File: src/rtl/if_id_pkg.sv
// Shared fetch/decode definitions: occupancy-coded buffer states
// and the default NOP (addi x0, x0, 0) used by pipeline stages.
package if_id_pkg;

  localparam logic [1:0] ST_EMPTY = 2'd0;
  localparam logic [1:0] ST_FULL  = 2'd1;
  localparam logic [1:0] ST_SKID  = 2'd2;

  localparam logic [31:0] NOP_INSTR_DEF = 32'h0000_0013;

endpackage

File: src/rtl/skid_buf.sv
// Generic two-entry valid/ready skid buffer with flush.
// Ports: in_* upstream side, out_* downstream side, occupancy 0..2.
module skid_buf
  import if_id_pkg::*;
#(
  parameter int W       = 64,
  parameter bit SKID_EN = 1'b1
) (
  input  logic         clk,
  input  logic         rst,
  input  logic         flush,
  input  logic         in_valid,
  output logic         in_ready,
  input  logic [W-1:0] in_data,
  output logic         out_valid,
  input  logic         out_ready,
  output logic [W-1:0] out_data,
  output logic [1:0]   occupancy
);

  logic [1:0]   state;
  logic [1:0]   state_nx;
  logic [W-1:0] main_q;
  logic [W-1:0] main_nx;
  logic [W-1:0] skid_q;
  logic [W-1:0] skid_nx;
  logic         rdy_q;
  logic         xin;
  logic         xout;

  // State encoding doubles as the live-entry count.
  assign occupancy = state;
  assign out_valid = (state != ST_EMPTY);
  assign out_data  = main_q;
  assign xin       = in_valid & in_ready;
  assign xout      = out_valid & out_ready;

  if (SKID_EN) begin : g_reg_rdy
    assign in_ready = rdy_q;
  end else begin : g_comb_rdy
    assign in_ready = out_ready | ~out_valid;
  end

  always_comb begin
    state_nx = state;
    main_nx  = main_q;
    skid_nx  = skid_q;
    if (flush) begin
      state_nx = ST_EMPTY;
      main_nx  = '0;
    end else begin
      case (state)
        ST_EMPTY: begin
          if (xin) begin
            main_nx  = in_data;
            state_nx = ST_FULL;
          end
        end
        ST_FULL: begin
          if (xin && xout) begin
            main_nx = in_data;
          end else if (xin) begin
            skid_nx  = in_data;
            state_nx = ST_SKID;
          end else if (xout) begin
            // main keeps its payload so the PC stays visible.
            state_nx = ST_EMPTY;
          end
        end
        ST_SKID: begin
          if (xout) begin
            main_nx  = skid_q;
            state_nx = ST_FULL;
          end
        end
        default: state_nx = ST_EMPTY;
      endcase
    end
  end

  always_ff @(posedge clk) begin
    if (rst) begin
      state  <= ST_EMPTY;
      main_q <= '0;
      skid_q <= '0;
      rdy_q  <= 1'b1;
    end else begin
      state  <= state_nx;
      main_q <= main_nx;
      skid_q <= skid_nx;
      rdy_q  <= (state_nx != ST_SKID);
    end
  end

endmodule

File: src/rtl/if_id_stage.sv
// Handshaked IF/ID pipeline register around a skid buffer.
// Ports: instr_in/pc_in in, instr_out/pc_out out, occupancy.
module if_id_stage
  import if_id_pkg::*;
#(
  parameter int D_WIDTH = 32,
  parameter int A_WIDTH = 32,
  parameter logic [D_WIDTH-1:0] NOP_INSTR =
    D_WIDTH'(NOP_INSTR_DEF),
  parameter bit SKID_EN = 1'b1
) (
  input  logic               clk,
  input  logic               rst,
  input  logic               flush,
  input  logic               in_valid,
  output logic               in_ready,
  input  logic [D_WIDTH-1:0] instr_in,
  input  logic [A_WIDTH-1:0] pc_in,
  output logic               out_valid,
  input  logic               out_ready,
  output logic [D_WIDTH-1:0] instr_out,
  output logic [A_WIDTH-1:0] pc_out,
  output logic [1:0]         occupancy
);

  localparam int W = D_WIDTH + A_WIDTH;

  logic [W-1:0] head;

  skid_buf #(
    .W       (W),
    .SKID_EN (SKID_EN)
  ) u_buf (
    .clk       (clk),
    .rst       (rst),
    .flush     (flush),
    .in_valid  (in_valid),
    .in_ready  (in_ready),
    .in_data   ({pc_in, instr_in}),
    .out_valid (out_valid),
    .out_ready (out_ready),
    .out_data  (head),
    .occupancy (occupancy)
  );

  // Idle stage shows a NOP; PC holds until reset/flush clears it.
  assign instr_out = out_valid ? head[D_WIDTH-1:0] : NOP_INSTR;
  assign pc_out    = head[W-1:D_WIDTH];

endmodule

File: config.mk
export PLATFORM = sky130hd
export DESIGN_NAME = if_id_stage
export DESIGN_NICKNAME = d
export VERILOG_FILES = /design/src/rtl/if_id_pkg.sv /design/src/rtl/skid_buf.sv /design/src/rtl/if_id_stage.sv
export SDC_FILE = /design/constraint.sdc
export NUM_CORES = 1
export LEC_CHECK = 0
export CORE_UTILIZATION = 29
export CTS_BUF_LIST = sky130_fd_sc_hd__clkbuf_4 sky130_fd_sc_hd__clkbuf_8
export DETAILED_ROUTE_END_ITERATION = 6
export HOLD_SLACK_MARGIN = 0.12
export SLEW_MARGIN = 20
export SYNTH_ARGS = -nofsm -noshare
export SYNTH_HDL_FRONTEND = slang
export SYNTH_SLANG_ARGS = --single-unit
File: constraint.sdc
create_clock -name clk -period 3.35 [get_ports clk]
set_input_delay 0.67 -clock clk [delete_from_list [all_inputs] [get_ports clk]]
set_output_delay 0.67 -clock clk [all_outputs]
set_load 0.05 [all_outputs]
==> out/results.md, run 1 <==
| Item | Value | Unit |
| --- | --- | --- |
| Global-route wire length before repair | 23200 | um |
| Combinational group share of total power | 0.153 | - |
| Die span in y | 146 | um |
| Req. time, crit path | 2.68 | ns |
| Cell area after synthesis | 5990 | um^2 |
| Commonest cells post-synth | 132 x sky130_fd_sc_hd__nand2_1, 131 x sky130_fd_sc_hd__dfxtp_1, 65 x sky130_fd_sc_hd__a21oi_1, 65 x sky130_fd_sc_hd__nor2_1, 64 x sky130_fd_sc_hd__mux2i_1 | - |
| Worst Path Class, Setup | reg2out | - |
| # rows | 52 | - |
| Number of distinct library cell variants in the gate-level netlist after synthesis | 25 | - |
| Sink count of the clock tree | 131 | - |
| Clock tree from TritonCTS | yes | - |
| Top-level port count | 137 | - |
| Pre-CTS setup slack | 0.627 | ns |
| Static leakage | 3.09 | nW |
| Clock root buffer master | sky130_fd_sc_hd__clkbuf_8 | - |
| Synth-to-layout area growth | 26.0 | % |
| Number of port buffers | 136 | - |
| Number of placed cells counting well taps | 983 | - |
| Number of nets produced by synthesis | 722 | - |
| Path type of the worst min-delay path | reg2reg | - |
| Final total negative setup slack | 0 | ns |
| Antenna Diode Count | 0 | - |
| Worst Skew | 0.0120 | ns |
| Number of buffers between clock root and the deepest sink | 2 | - |
| Endpoints failing setup | 0 | - |
| Synth Flop Type | sky130_fd_sc_hd__dfxtp_1 | - |
| Post-layout utilization of the core | 0.373 | - |
| Starting DRT DRC Count | 167 | - |
| Number of iterations in the first detailed-routing pass | 4 | - |
| Fraction of final layout cells sized beyond drive strength 1 | 0.181 | - |
| Number of hold-slack violations in the final timing report | 0 | - |
| Proportion of synthesized chip area in sequential cells | 0.438 | - |
| Die Wd | 146 | um |
| Run status | finished clean | - |
| Total number of nets in the final design | 801 | - |
| Total global routing track utilization | 0.138 | - |
| Post-route clock period utilization | 0.881 | - |
| Number of synthesis warnings | 0 | - |
| Clock latency at the later pin of the worst-skew pair | 0.43 | ns |
| Residual antenna-violating net count after detailed routing | 0 | - |
| Max Slew Vio Count | 0 | - |
| Overall die area | 21200 | um^2 |
| CP Max Fanout | 9 | - |
| Total via count in the routed design | 4465 | - |
| Post-synth ARST share | 0 | - |
| Number of global-route vias before repair | 4415 | - |
| Endpoint arrival time on the critical path | 2.28 | ns |
| Post-route non-filler standard cell count | 1015 | - |
| Sequential share of power | 0.478 | - |
| Mean area per synthesized cell | 9.17 | um^2 |
| Synthesized instance count | 653 | - |
| Average detailed-routed wire length per instance | 14.1 | um |
| Peak ir drop on the vdd network | 211 | uV |
| Cell type of the slowest stage on the worst timing path | sky130_fd_sc_hd__clkdlybuf4s50_1 | - |
| Worst Slack Setup Final | 0.397 | ns |
| Dominant cell type by area after synthesis | sky130_fd_sc_hd__dfxtp_1 | - |
| Remaining Overflow, GRT | 0 | - |
| Cells taking the most area after synthesis | sky130_fd_sc_hd__dfxtp_1 44%, sky130_fd_sc_hd__a211oi_2 12%, sky130_fd_sc_hd__mux2i_1 11% | - |
| Highest clock rate | 339 | MHz |
| Net load switching power | 981 | uW |
| Synthesis-stage register bit count | 131 | - |
| Worst rel slew slack | 0.498 | - |
| Total clock buffers created by CTS | 17 | - |
| Category of the worst setup path capture point | primary output | - |
| Share of power burned in the clock network | 0.369 | - |
| Slowest cell delay on critical path | 0.72 | ns |
| Final worst path period need | 2.95 | ns |
| Core area | 20200 | um^2 |
| Vias per std cell | 4.40 | - |
| Area share of the largest cell type after synthesis | 0.438 | - |
| Detailed-route DRC error count | 0 | - |
| Max-cap violations | 0 | - |
| Half-perimeter wire length after placement | 8800 | um |
| Cell with the most instances after synthesis | sky130_fd_sc_hd__nand2_1 | - |
| Quantity of gates resized following cts | 0 | - |
| Cells along the critical path | or2_1, nand2b_1, clkdlybuf4s50_1 | - |
| Areal power density over the cells | 453 | nW/um^2 |
| Unrepaired setup endpoints after global routing | no | - |
| Largest net degree at the start of global routing | 85 | - |
| Placer Congestion | 0.697 | - |
| Internal power consumption | 2.43 | mW |
| Post-CTS Setup Bufs | 0 | - |
| Total Routed Length | 14300 | um |
| Initial standard-cell utilization of the core | 0.296 | - |
| Type of element launching the critical path | register | - |
| Switching power share of the total | 0.287 | - |
| Slew at the pin with the worst max-slew slack | 0.752 | ns |
| Hold buffer count at CTS | 0 | - |
| Initial antenna violation count | 0 | - |
| Number of H-tree levels | 4 | - |
| Number of enable-type register cells in the synthesized netlist | 0 | - |
| Clock slew at the register clock pins of the worst setup and hold paths | 0.07 | ns |
logic make-up (layout without fill, tap and decap cells):
group,Yosys count,count (layout),synth area share
and+or+nand+nor,237,237,0.167
muxes,64,64,0.107
buffers and inverters,87,179,0.0989
DFF,131,131,0.438
AOI/OAI and AO/OA,134,134,0.189
power by group through the flow:
stage                     registers [mW]  logic [mW]  clock network [mW]
after CTS                           1.63       0.528                1.33
after floorplan                     1.66       0.372                   0
after global placement              1.67       0.524                   0
after global routing                1.64       0.562                1.39
after detailed placement            1.67       0.526                   0
final                               1.63       0.521                1.26
worst paths after layout:
kind / start / end / slack, ns / cells past startpoint
worst min register to register: u_buf.skid_q[29] / u_buf.skid_q[29] / 0.45 / 2
worst max register to register: u_buf.occupancy[1] / u_buf.out_data[10] / 1.26 / 5
worst max-delay path: u_buf.occupancy[1] / instr_out[0] / 0.40 / 3
worst min-delay path: u_buf.skid_q[29] / u_buf.skid_q[29] / 0.45 / 2
layer usage:
layer  global-route usage  up-vias  wire, um
li1                     -     2330         -
met1                0.183     2019      7150
met2                0.213      111      6180
met3               0.0511        5       861
met4               0.0321        0        91
met5                    0        -         0
layout by cell type, fill, tap and decap left out, drive strengths merged, types with 2 or more instances in the layout:
master         synthesis  final
a211oi                65     65
a21oi                 65     65
and2                  29     29
buf                   70     42
clkbuf                17     19
clkdlybuf4s50          0    105
clkinv                 0      9
clkinvlp               0      2
dfxtp                131    131
mux2i                 64     64
nand2                132    132
nand2b                 4      4
nor2                  65     65
or2                    2      2
flip-flops by register name, summed over array words and instances (netlist names):
name             cells
u_buf.in_ready       1
u_buf.skid_q        64
u_buf.out_data      64
u_buf.occupancy      2
final cells by class:
cell class	instances	area (um^2)
clock inverter	13	110
fill	2085	12700
clock buffer	19	262
timing repair buffer	147	1410
tap	270	338
sequential	131	2620
multi-input combinational	435	2800
critical path: cells and delay by family, from the launching register on:
kind | cells | cell delay [ns]
flip-flops | 1 | 0.54
AND/OR/NAND/NOR | 2 | 0.59
buffers and inverters | 1 | 0.72
metrics by stage:
step / power (mW) / hold WS (ns) / instance area [um^2]
3_5_place_dp: 2.19 / 0.446 / 7170
4_1_cts: 3.49 / 0.457 / 7540
6_report: 3.42 / 0.455 / 7540
5_1_grt: 3.59 / 0.469 / 7540
3_3_place_gp: 2.19 / 0.441 / 7170
2_1_floorplan: 2.04 / 0.436 / 5990
(Power assumes the default switching activity.)
==> inputs of run 2 (changes only) <==
- CELL_PAD_IN_SITES_DETAIL_PLACEMENT: not set -> 0
- CELL_PAD_IN_SITES_GLOBAL_PLACEMENT: not set -> 1
- PLACE_DENSITY_LB_ADDON: not set -> 0.1
- RECOVER_POWER: not set -> 25
==> run 2 against run 1 <==
Net effect: sequential share of layout area increased by 0.48 points; combinational power decreased by 4.4%; critical path depth unchanged; critical path type unchanged; highest routed layer unchanged.
==> out/results.md, run 2 (same netlist as run 1, synthesis figures left out) <==
| Item | Value | Unit | Change |
| --- | --- | --- | --- |
| Number of global-route vias before repair | 4578 | - | was 4415 |
| Worst Path Class, Setup | reg2out | - | unchanged |
| Highest clock rate | 328 | MHz | was 339 MHz |
| Post-route non-filler standard cell count | 1017 | - | was 1015 |
| Clock tree from TritonCTS | yes | - | unchanged |
| Detailed-route DRC error count | 0 | - | unchanged |
| Final total negative setup slack | 0 | ns | unchanged |
| Total Routed Length | 15600 | um | was 14300 um |
| Final worst path period need | 3.05 | ns | was 2.95 ns |
| Req. time, crit path | 2.68 | ns | about the same |
| Initial standard-cell utilization of the core | 0.296 | - | unchanged |
| Number of iterations in the first detailed-routing pass | 4 | - | unchanged |
| Total number of nets in the final design | 804 | - | was 801 |
| Peak ir drop on the vdd network | 258 | uV | was 211 uV |
| Worst rel slew slack | 0.0677 | - | was 0.498 |
| Average detailed-routed wire length per instance | 15.3 | um | was 14.1 um |
| Post-route clock period utilization | 0.909 | - | was 0.881 |
| Endpoints failing setup | 0 | - | unchanged |
| Die span in y | 146 | um | unchanged |
| Overall die area | 21200 | um^2 | unchanged |
| Areal power density over the cells | 492 | nW/um^2 | was 453 nW/um^2 |
| Synth-to-layout area growth | 24.3 | % | was 26.0% |
| Placer Congestion | 0.686 | - | was 0.697 |
| Most common library cell in the layout ignoring fill and taps | sky130_fd_sc_hd__nand2_1 | - | unchanged |
| Residual antenna-violating net count after detailed routing | 0 | - | unchanged |
| Largest net degree at the start of global routing | 73 | - | was 85 |
| Static leakage | 3.11 | nW | was 3.09 nW |
| Die Wd | 146 | um | unchanged |
| Half-perimeter wire length after placement | 9840 | um | was 8800 um |
| Clock latency at the later pin of the worst-skew pair | 0.43 | ns | about the same |
| Pre-CTS setup slack | 0.584 | ns | was 0.627 ns |
| Number of inserted filler cells in the final layout | 2103 | - | was 2085 |
| Remaining Overflow, GRT | 0 | - | unchanged |
| Max Slew Vio Count | 0 | - | unchanged |
| Quantity of gates resized following cts | 0 | - | unchanged |
| Final total power | 3.66 | mW | was 3.42 mW |
| Category of the worst setup path capture point | primary output | - | unchanged |
| Run status | finished clean | - | unchanged |
| Sink count of the clock tree | 131 | - | unchanged |
| Number of hold-slack violations in the final timing report | 0 | - | unchanged |
| CP Max Fanout | 15 | - | was 9 |
| Total clock buffers created by CTS | 17 | - | unchanged |
| Type of element launching the critical path | register | - | unchanged |
| Global-route wire length before repair | 24700 | um | was 23200 um |
| Antenna Diode Count | 0 | - | unchanged |
| Total via count in the routed design | 4623 | - | was 4465 |
| Internal power consumption | 2.73 | mW | was 2.43 mW |
| Combinational group share of total power | 0.136 | - | was 0.153 |
| Core area | 20200 | um^2 | unchanged |
| Sequential share of power | 0.446 | - | was 0.478 |
| Clock slew at the register clock pins of the worst setup and hold paths | 0.07 | ns | about the same |
| Top-level port count | 137 | - | unchanged |
| Total global routing track utilization | 0.150 | - | was 0.138 |
| Initial antenna violation count | 1 | - | was 0 |
| Path type of the worst min-delay path | reg2reg | - | unchanged |
| Slew at the pin with the worst max-slew slack | 1.40 | ns | was 0.752 ns |
| # rows | 52 | - | unchanged |
| Vias per std cell | 4.55 | - | was 4.40 |
| Number of placed cells counting well taps | 986 | - | was 983 |
| Max-cap violations | 0 | - | unchanged |
| Highest-count cells in the layout ignoring fill and taps | 132 x sky130_fd_sc_hd__nand2_1, 131 x sky130_fd_sc_hd__dfxtp_1, 104 x sky130_fd_sc_hd__clkdlybuf4s50_1 | - | was 132 x sky130_fd_sc_hd__nand2_1, 131 x sky130_fd_sc_hd__dfxtp_1, 105 x sky130_fd_sc_hd__clkdlybuf4s50_1 |
| Starting DRT DRC Count | 208 | - | was 167 |
| Number of buffers between clock root and the deepest sink | 2 | - | unchanged |
| Post-CTS Setup Bufs | 0 | - | unchanged |
| Worst Slack Setup Final | 0.303 | ns | was 0.397 ns |
| Number of port buffers | 136 | - | unchanged |
| Endpoint arrival time on the critical path | 2.38 | ns | was 2.28 ns |
| Fraction of final layout cells sized beyond drive strength 1 | 0.133 | - | was 0.181 |
| Number of H-tree levels | 4 | - | unchanged |
| Worst Skew | 0.0102 | ns | was 0.0120 ns |
| Share of power burned in the clock network | 0.418 | - | was 0.369 |
| Hold buffer count at CTS | 0 | - | unchanged |
| Switching power share of the total | 0.254 | - | was 0.287 |
| Clock root buffer master | sky130_fd_sc_hd__clkbuf_8 | - | unchanged |
| Net load switching power | 931 | uW | was 981 uW |
| Unrepaired setup endpoints after global routing | no | - | unchanged |
run 2: cell count changes in the layout (fill, tap and decap cells not counted), moves of 2 or more:
cell	change
sky130_fd_sc_hd__clkbuf_1	+2
sky130_fd_sc_hd__bufinv_16	+4
sky130_fd_sc_hd__clkinv_4	-3
sky130_fd_sc_hd__a211oi_2	-35
sky130_fd_sc_hd__a211oi_1	+35
run 2: layer usage:
| metal | part of all wire | vias up | track usage |
|---|---|---|---|
| li1 | - | 2339 | - |
| met1 | 0.47 | 2165 | 0.186 |
| met2 | 0.47 | 105 | 0.247 |
| met3 | 0.048 | 14 | 0.0395 |
| met4 | 0.012 | 0 | 0.0584 |
| met5 | 0 | - | 0 |
run 2: power groups by stage:
stage / Clock, mW / Combinational [mW] / Sequential [mW]
floorplan: 0 / 0.372 / 1.66
global route: 1.65 / 0.537 / 1.64
detailed placement: 0 / 0.535 / 1.67
global placement: 0 / 0.530 / 1.67
finish: 1.53 / 0.498 / 1.63
CTS: 1.58 / 0.538 / 1.63
run 2: worst paths after layout:
path | from | endpoint | slack [ns] | cells past startpoint
worst min register to register | u_buf.skid_q[2] | u_buf.skid_q[2] | 0.45 | 2
worst min-delay path | u_buf.skid_q[2] | u_buf.skid_q[2] | 0.45 | 2
worst max register to register | u_buf.occupancy[0] | u_buf.out_data[50] | 1.02 | 4
worst max-delay path | u_buf.occupancy[1] | instr_out[4] | 0.30 | 3
run 2: area by class of cell:
type | instances | area [um^2] | area share
Clock buffer | 20 | 269 | 0.0361
Clock inverter | 11 | 183 | 0.0245
Multi-Input combinational cell | 435 | 2620 | 0.352
Sequential cell | 131 | 2620 | 0.352
Tap cell | 270 | 338 | 0.0454
Timing Repair Buffer | 150 | 1410 | 0.190
run 2: metrics by stage:
step	instance area [um^2]	util	hold slack, ns
final	7440	0.368	0.454
after global routing	7440	0.368	0.473
after CTS	7630	0.377	0.455
after detailed placement	7180	0.355	0.446
after global placement	7180	0.355	0.440
after floorplan	5990	-	0.436
run 2: worst max-delay path, stage by stage (launching register included):
cell and delay, ns:
sky130_fd_sc_hd__dfxtp_1 0.51, sky130_fd_sc_hd__or2_1 0.52, sky130_fd_sc_hd__nand2b_1 0.17, sky130_fd_sc_hd__clkdlybuf4s50_1 0.75
